===== src/rtl/pong_match_ctrl.sv =====
// Match sequencer for the ping-pong game: serve timing, rally speed, scoring and game-over.
// Buttons are synchronised and edge-detected here; hit/miss/end_of_frame arrive in-domain.
module pong_match_ctrl #(
  parameter int WIN_SCORE          = 7,
  parameter int SCORE_W            = 7,
  parameter int SERVE_DELAY_FRAMES = 60,
  parameter int POINT_HOLD_FRAMES  = 90,
  parameter int HITS_PER_LEVEL     = 4,
  parameter int MAX_LEVEL          = 7
) (
  input  logic               i_pixel_clk,
  input  logic               i_rst_n,
  input  logic               i_end_of_frame,
  input  logic               i_button_start,
  input  logic               i_button_pause,
  input  logic               i_hit_p1,
  input  logic               i_hit_p2,
  input  logic               i_miss_p1,
  input  logic               i_miss_p2,
  output logic               o_ball_run,
  output logic               o_ball_recenter,
  output logic               o_serve_dir,
  output logic [2:0]         o_speed_level,
  output logic [SCORE_W-1:0] o_p1_score,
  output logic [SCORE_W-1:0] o_p2_score,
  output logic               o_game_over,
  output logic               o_winner,
  output logic [2:0]         o_state_dbg
);

  localparam int FRAME_MAX = (SERVE_DELAY_FRAMES > POINT_HOLD_FRAMES) ?
                             SERVE_DELAY_FRAMES : POINT_HOLD_FRAMES;
  localparam int FRAME_W   = $clog2(FRAME_MAX + 1);
  localparam int HIT_W     = $clog2(HITS_PER_LEVEL + 1);

  typedef enum logic [2:0] {
    S_IDLE       = 3'd0,
    S_SERVE_WAIT = 3'd1,
    S_RALLY      = 3'd2,
    S_POINT      = 3'd3,
    S_PAUSED     = 3'd4,
    S_GAME_OVER  = 3'd5
  } state_t;

  state_t               r_state, w_state_nxt;
  state_t               r_saved_state, w_saved_nxt;
  logic [1:0]           r_start_sync, r_pause_sync;
  logic                 r_start_prev, r_pause_prev;
  logic [FRAME_W-1:0]   r_frame_cnt, w_frame_nxt;
  logic [HIT_W-1:0]     r_hit_cnt, w_hit_nxt;
  logic [2:0]           r_speed, w_speed_nxt;
  logic [SCORE_W-1:0]   r_p1_score, w_p1_nxt;
  logic [SCORE_W-1:0]   r_p2_score, w_p2_nxt;
  logic                 r_serve_dir, w_serve_nxt;
  logic                 r_recenter, w_recenter_nxt;
  logic                 w_start_press, w_pause_press, w_start_ok;

  function automatic logic [SCORE_W-1:0] score_inc(input logic [SCORE_W-1:0] v);
    return (v >= SCORE_W'(WIN_SCORE)) ? v : v + SCORE_W'(1);
  endfunction

  function automatic logic [2:0] level_inc(input logic [2:0] v);
    return (v >= 3'(MAX_LEVEL)) ? v : v + 3'd1;
  endfunction

  always_ff @(posedge i_pixel_clk or negedge i_rst_n) begin
    if (!i_rst_n) begin
      r_start_sync <= 2'b00;
      r_pause_sync <= 2'b00;
      r_start_prev <= 1'b0;
      r_pause_prev <= 1'b0;
    end else begin
      r_start_sync <= {r_start_sync[0], i_button_start};
      r_pause_sync <= {r_pause_sync[0], i_button_pause};
      r_start_prev <= r_start_sync[1];
      r_pause_prev <= r_pause_sync[1];
    end
  end

  assign w_start_press = r_start_sync[1] & ~r_start_prev;
  assign w_pause_press = r_pause_sync[1] & ~r_pause_prev;
  assign w_start_ok    = w_start_press & ~w_pause_press;

  always_ff @(posedge i_pixel_clk or negedge i_rst_n) begin
    if (!i_rst_n) begin
      r_state       <= S_IDLE;
      r_saved_state <= S_IDLE;
      r_frame_cnt   <= '0;
      r_hit_cnt     <= '0;
      r_speed       <= 3'd0;
      r_p1_score    <= '0;
      r_p2_score    <= '0;
      r_serve_dir   <= 1'b1;
      r_recenter    <= 1'b0;
    end else begin
      r_state       <= w_state_nxt;
      r_saved_state <= w_saved_nxt;
      r_frame_cnt   <= w_frame_nxt;
      r_hit_cnt     <= w_hit_nxt;
      r_speed       <= w_speed_nxt;
      r_p1_score    <= w_p1_nxt;
      r_p2_score    <= w_p2_nxt;
      r_serve_dir   <= w_serve_nxt;
      r_recenter    <= w_recenter_nxt;
    end
  end

  // Recenter is registered on every entry into SERVE_WAIT except a return from pause.
  always_comb begin
    w_state_nxt    = r_state;
    w_saved_nxt    = r_saved_state;
    w_frame_nxt    = r_frame_cnt;
    w_hit_nxt      = r_hit_cnt;
    w_speed_nxt    = r_speed;
    w_p1_nxt       = r_p1_score;
    w_p2_nxt       = r_p2_score;
    w_serve_nxt    = r_serve_dir;
    w_recenter_nxt = 1'b0;
    case (r_state)
      S_IDLE: begin
        if (w_start_ok) begin
          w_state_nxt    = S_SERVE_WAIT;
          w_frame_nxt    = '0;
          w_recenter_nxt = 1'b1;
        end
      end
      S_SERVE_WAIT: begin
        if (w_pause_press) begin
          w_state_nxt = S_PAUSED;
          w_saved_nxt = S_SERVE_WAIT;
        end else if (i_end_of_frame) begin
          if (r_frame_cnt == FRAME_W'(SERVE_DELAY_FRAMES - 1)) begin
            w_state_nxt = S_RALLY;
            w_frame_nxt = '0;
          end else begin
            w_frame_nxt = r_frame_cnt + FRAME_W'(1);
          end
        end
      end
      S_RALLY: begin
        if (w_pause_press) begin
          w_state_nxt = S_PAUSED;
          w_saved_nxt = S_RALLY;
        end else if (i_miss_p1 && i_miss_p2) begin
          w_state_nxt    = S_SERVE_WAIT;
          w_recenter_nxt = 1'b1;
        end else if (i_miss_p1) begin
          w_p2_nxt    = score_inc(r_p2_score);
          w_serve_nxt = 1'b0;
          w_state_nxt = S_POINT;
        end else if (i_miss_p2) begin
          w_p1_nxt    = score_inc(r_p1_score);
          w_serve_nxt = 1'b1;
          w_state_nxt = S_POINT;
        end else if (i_hit_p1 || i_hit_p2) begin
          if (r_hit_cnt == HIT_W'(HITS_PER_LEVEL - 1)) begin
            w_hit_nxt   = '0;
            w_speed_nxt = level_inc(r_speed);
          end else begin
            w_hit_nxt = r_hit_cnt + HIT_W'(1);
          end
        end
      end
      S_POINT: begin
        w_speed_nxt = 3'd0;
        w_hit_nxt   = '0;
        if (i_end_of_frame) begin
          if (r_frame_cnt == FRAME_W'(POINT_HOLD_FRAMES - 1)) begin
            w_frame_nxt = '0;
            if (r_p1_score == SCORE_W'(WIN_SCORE) || r_p2_score == SCORE_W'(WIN_SCORE)) begin
              w_state_nxt = S_GAME_OVER;
            end else begin
              w_state_nxt    = S_SERVE_WAIT;
              w_recenter_nxt = 1'b1;
            end
          end else begin
            w_frame_nxt = r_frame_cnt + FRAME_W'(1);
          end
        end
      end
      S_PAUSED: begin
        if (w_pause_press) begin
          w_state_nxt = r_saved_state;
        end
      end
      S_GAME_OVER: begin
        if (w_start_ok) begin
          w_p1_nxt       = '0;
          w_p2_nxt       = '0;
          w_serve_nxt    = 1'b1;
          w_frame_nxt    = '0;
          w_state_nxt    = S_SERVE_WAIT;
          w_recenter_nxt = 1'b1;
        end
      end
      default: begin
        w_state_nxt = S_IDLE;
      end
    endcase
  end

  assign o_ball_run      = (r_state == S_RALLY);
  assign o_ball_recenter = r_recenter;
  assign o_serve_dir     = r_serve_dir;
  assign o_speed_level   = r_speed;
  assign o_p1_score      = r_p1_score;
  assign o_p2_score      = r_p2_score;
  assign o_game_over     = (r_state == S_GAME_OVER);
  assign o_winner        = o_game_over & (r_p2_score == SCORE_W'(WIN_SCORE));
  assign o_state_dbg     = r_state;

endmodule


===== config.mk =====
export PLATFORM = sky130hd
export DESIGN_NAME = pong_match_ctrl
export DESIGN_NICKNAME = d
export VERILOG_FILES = /design/src/rtl/pong_match_ctrl.sv
export SDC_FILE = /design/constraint.sdc
export NUM_CORES = 1
export LEC_CHECK = 0
export CORE_AREA = 3 3 77 79
export DETAILED_ROUTE_END_ITERATION = 16
export DIE_AREA = 0 0 80 82
export GPL_TIMING_DRIVEN = 0
export SETUP_SLACK_MARGIN = 0.15
export SLEW_MARGIN = 20
export SYNTH_ARGS = -nofsm -noshare
export SYNTH_HDL_FRONTEND = slang
export SYNTH_SLANG_ARGS = --single-unit
export TNS_END_PERCENT = 100

===== constraint.sdc =====
create_clock -name i_pixel_clk -period 2.63 [get_ports i_pixel_clk]
set_clock_uncertainty 0.15 [all_clocks]
set_input_delay 0.263 -clock i_pixel_clk [delete_from_list [all_inputs] [get_ports i_pixel_clk]]
set_output_delay 0.263 -clock i_pixel_clk [all_outputs]
set_load 0.05 [all_outputs]

==> impl_metrics.env <==
export IMPL_post_synth_cell_area_avg_um2=9.82
export IMPL_wl_per_cell_um=13.7
export IMPL_ios=34
export IMPL_drv_slew=0
export IMPL_max_stage_delay_ns=0.53
export IMPL_cp_start_kind="register"
export IMPL_holdWs_ns=0.194
export IMPL_hold_class="input pin to register"
export IMPL_cts_setup_buffers=0
export IMPL_hold_viol=0
export IMPL_placed_cells=320
export IMPL_dpl_hpwl_um=3340
export IMPL_reg2reg_depth=7
export IMPL_min_period_ns=2.32
export IMPL_ys_ff_latch=40
export IMPL_critical_path_class="register to output port"
export IMPL_drv_cap=0
export IMPL_routed_wl_um=4520
export IMPL_cts_sinks=40
export IMPL_required_ns=2.22
export IMPL_stdcell_count=329
export IMPL_num_rows=27
export IMPL_ys_flop_type="dfrtp_1"
export IMPL_drc=0
export IMPL_fp_dieArea_um2=6560
export IMPL_antenna_found_initial=0
export IMPL_rsz0062_at_grt="false"
export IMPL_drtAntennaViolNets=0
export IMPL_p_leak_nw=1.18
export IMPL_yosys_area_top_type="dfrtp_1"
export IMPL_viasPerCell=5.17
export IMPL_status="complete, no violations"
export IMPL_place_area_um2=2550
export IMPL_drt_first_pass_iters=4
export IMPL_syn_inst=215
export IMPL_grt_pass1_wl_um=8000
export IMPL_nNetsFinal=272
export IMPL_path_max_fanout=10
export IMPL_cts_tree="built"
export IMPL_gp_congestion=0.823
export IMPL_die_w_um=80
export IMPL_slew_headroom_pct=58.1
export IMPL_period_share_pct=88.2
export IMPL_utilization_pct=49.5
export IMPL_power_mw=3.11
export IMPL_power_density_nw_per_um2=1160
export IMPL_overflow=0
export IMPL_design_area_um2=2680
export IMPL_worstSkewPairLatency_ns=0.30
export IMPL_synth_nets=231
export IMPL_yosysWarningCount=0
export IMPL_ir_drop_uv=573
export IMPL_port_buffers=32
export IMPL_worstSetupEndpointType="output port"
export IMPL_coreArea_um2=5410
export IMPL_fmax_mhz=431
export IMPL_dp_slack_ns=0.213
export IMPL_cts_root_buf="clkbuf_8"
export IMPL_seqCellArea_um2=1000
export IMPL_cts_buffer_depth=2
export IMPL_grt_usage_pct=15.5
export IMPL_cts_made_buffers=5
export IMPL_tightest_slew_ns=0.623
export IMPL_start_util_pct=39.1
export IMPL_finalSetupTns_ns=0
export IMPL_critPathSlowestCell="dlygate4sd2_1"
export IMPL_r2r_end="o_state_dbg[0]$_DFFE_PN0P_"
export IMPL_ys_types=51
export IMPL_setup_slack_ns=0.309
export IMPL_synth_area_um2=2110
export IMPL_cp_endpoint="o_game_over"
export IMPL_synthTopCellsByArea="dfrtp_1 46%, nand2_1 5.0%, ha_1 4.1%"
export IMPL_multi_input_area_um2=1050
export IMPL_drtIter0Drc=98
export IMPL_grt_max_degree=23
export IMPL_ys_seq_area_share_pct=47.5
export IMPL_r2r_start="r_frame_cnt[1]$_DFFE_PN0P_"
export IMPL_final_setup_viol_count=0
export IMPL_first_global_vias=1648
export IMPL_fill_cells=550
export IMPL_startpoint="o_state_dbg[1]$_DFFE_PN0P_"
export IMPL_htree_levels=2
export IMPL_ys_async_sr_fraction_pct=100
export IMPL_cp_arrival_ns=1.91
export IMPL_path_clk_slew_ns=0.09
export IMPL_diodes=0
export IMPL_drive_gt1_share_pct=10.5
export IMPL_dieHeight_um=82
export IMPL_area_growth_pct=26.9
export IMPL_cp_cell_sequence="clkbuf_1, nand3b_1, inv_1, dlygate4sd2_1"
export IMPL_rrSetupSlack_ns=0.39
export IMPL_yosysTopAreaCellShare_pct=46.2
export IMPL_synth_edff_count=0
export IMPL_dr_total_vias=1702
==> report_power, final <==
group          leakage, nW  internal [mW]  switching [mW]  total, mW
registers            0.490          0.783           0.165      0.949
clock network       0.0548          0.286           0.229      0.515
logic                0.636          0.626            1.02       1.64
total                 1.18           1.70            1.41       3.11
==> layout make-up <==
class	instances	area share, %
Buffer	10	1.54
Timing Repair Buffer	34	12.9
Clock buffer	5	2.57
Tap cell	72	3.36
Multi-Input combinational cell	156	39.2
Clock inverter	3	1.73
Inverter	9	1.26
Sequential cell	40	37.4
==> what timing repair did <==
item                       in CTS  in global routing
pin swaps                       0                  0
gates cloned                    0                  0
hold buffers                    1                  0
hold endpoints to repair       18                  0
resized for setup               3                  4
setup endpoints to repair       3                 12
==> synthesized netlist by cell type (2+ instances only) <==
cell type / instances
a21o_1: 2
a21oi_1: 6
a31oi_1: 3
buf_2: 3
clkbuf_1: 7
dfrtp_1: 39
ha_1: 7
inv_1: 8
mux2_1: 3
mux2i_1: 3
nand2_1: 28
nand2b_1: 8
nand3_1: 7
nand3b_1: 3
nor2_1: 9
nor2b_1: 14
nor3_1: 7
nor4_1: 4
o211ai_1: 5
o21ai_0: 5
o21ai_1: 7
o221ai_1: 3
o22ai_1: 2
or3_1: 4
or4_1: 2
==> cells by family after synthesis <==
family / after synthesis / share of synthesized area [%]
fa+ha+maj: 7 / 4.15
simple gates: 91 / 22.8
compound gates: 51 / 18.6
flops: 40 / 47.5
buf+inv: 19 / 3.56
xor+xnor: 1 / 0.415
mux: 6 / 3.02
==> state kept, by name, indices dropped and copies added, names as in the netlist, 2 cells and up <==
| signal | cells |
|---|---|
| o_p1_score | 7 |
| o_p2_score | 7 |
| o_speed_level | 3 |
| o_state_dbg | 3 |
| r_frame_cnt | 7 |
| r_hit_cnt | 3 |
| r_pause_sync | 2 |
| r_saved_state | 2 |
| r_start_sync | 2 |
==> cells in the final DEF, fill, tap and decap left out, types with 2 or more instances in the layout <==
master / count
o22ai_1: 2
nor3_2: 2
or3_1: 4
mux2i_1: 3
o221ai_1: 3
nor2b_1: 14
inv_1: 8
nand2_1: 28
o21ai_1: 7
nand2b_1: 8
a31oi_1: 3
a21oi_1: 6
nand3b_1: 3
clkbuf_1: 7
dlygate4sd2_1: 2
ha_1: 7
a21o_1: 2
or4_1: 2
mux2_1: 3
dfrtp_1: 39
clkdlybuf4s50_1: 28
nand3_1: 7
nor3_1: 5
nor4_1: 3
clkbuf_8: 5
o21ai_0: 5
buf_2: 4
o211ai_1: 5
nor2_1: 9
==> per-layer routing <==
metal | track usage (%) | routed length, um | vias to the layer above
li1 | - | - | 861
met1 | 21.6 | 2240 | 808
met2 | 24.1 | 2090 | 25
met3 | 3.62 | 146 | 8
met4 | 4.05 | 53 | 0
met5 | 0 | 0 | -
==> worst min-delay path by stage <==
stage / from / end / slack, ns / depth (start not counted)
final: i_miss_p2 / o_serve_dir$_DFFE_PN1P_ / 0.19 / 3
after global routing: i_miss_p2 / o_serve_dir$_DFFE_PN1P_ / 0.21 / 3
after CTS: i_miss_p2 / o_serve_dir$_DFFE_PN1P_ / 0.17 / 3
after detailed placement: i_rst_n / o_p2_score[0]$_DFFE_PN0P_ / 0.10 / 1
after global placement: r_pause_sync[0]$_DFF_PN0_ / r_pause_sync[1]$_DFF_PN0_ / 0.18 / 0
after floorplan: i_rst_n / o_ball_recenter$_DFF_PN0_ / -0.18 / 0
==> critical path: cells and delay by family, from the launching register on <==
family,cells,cell delay [ns]
buf+inv,3,0.89
simple gates,1,0.34
flops,1,0.39
(Power assumes the default switching activity.)
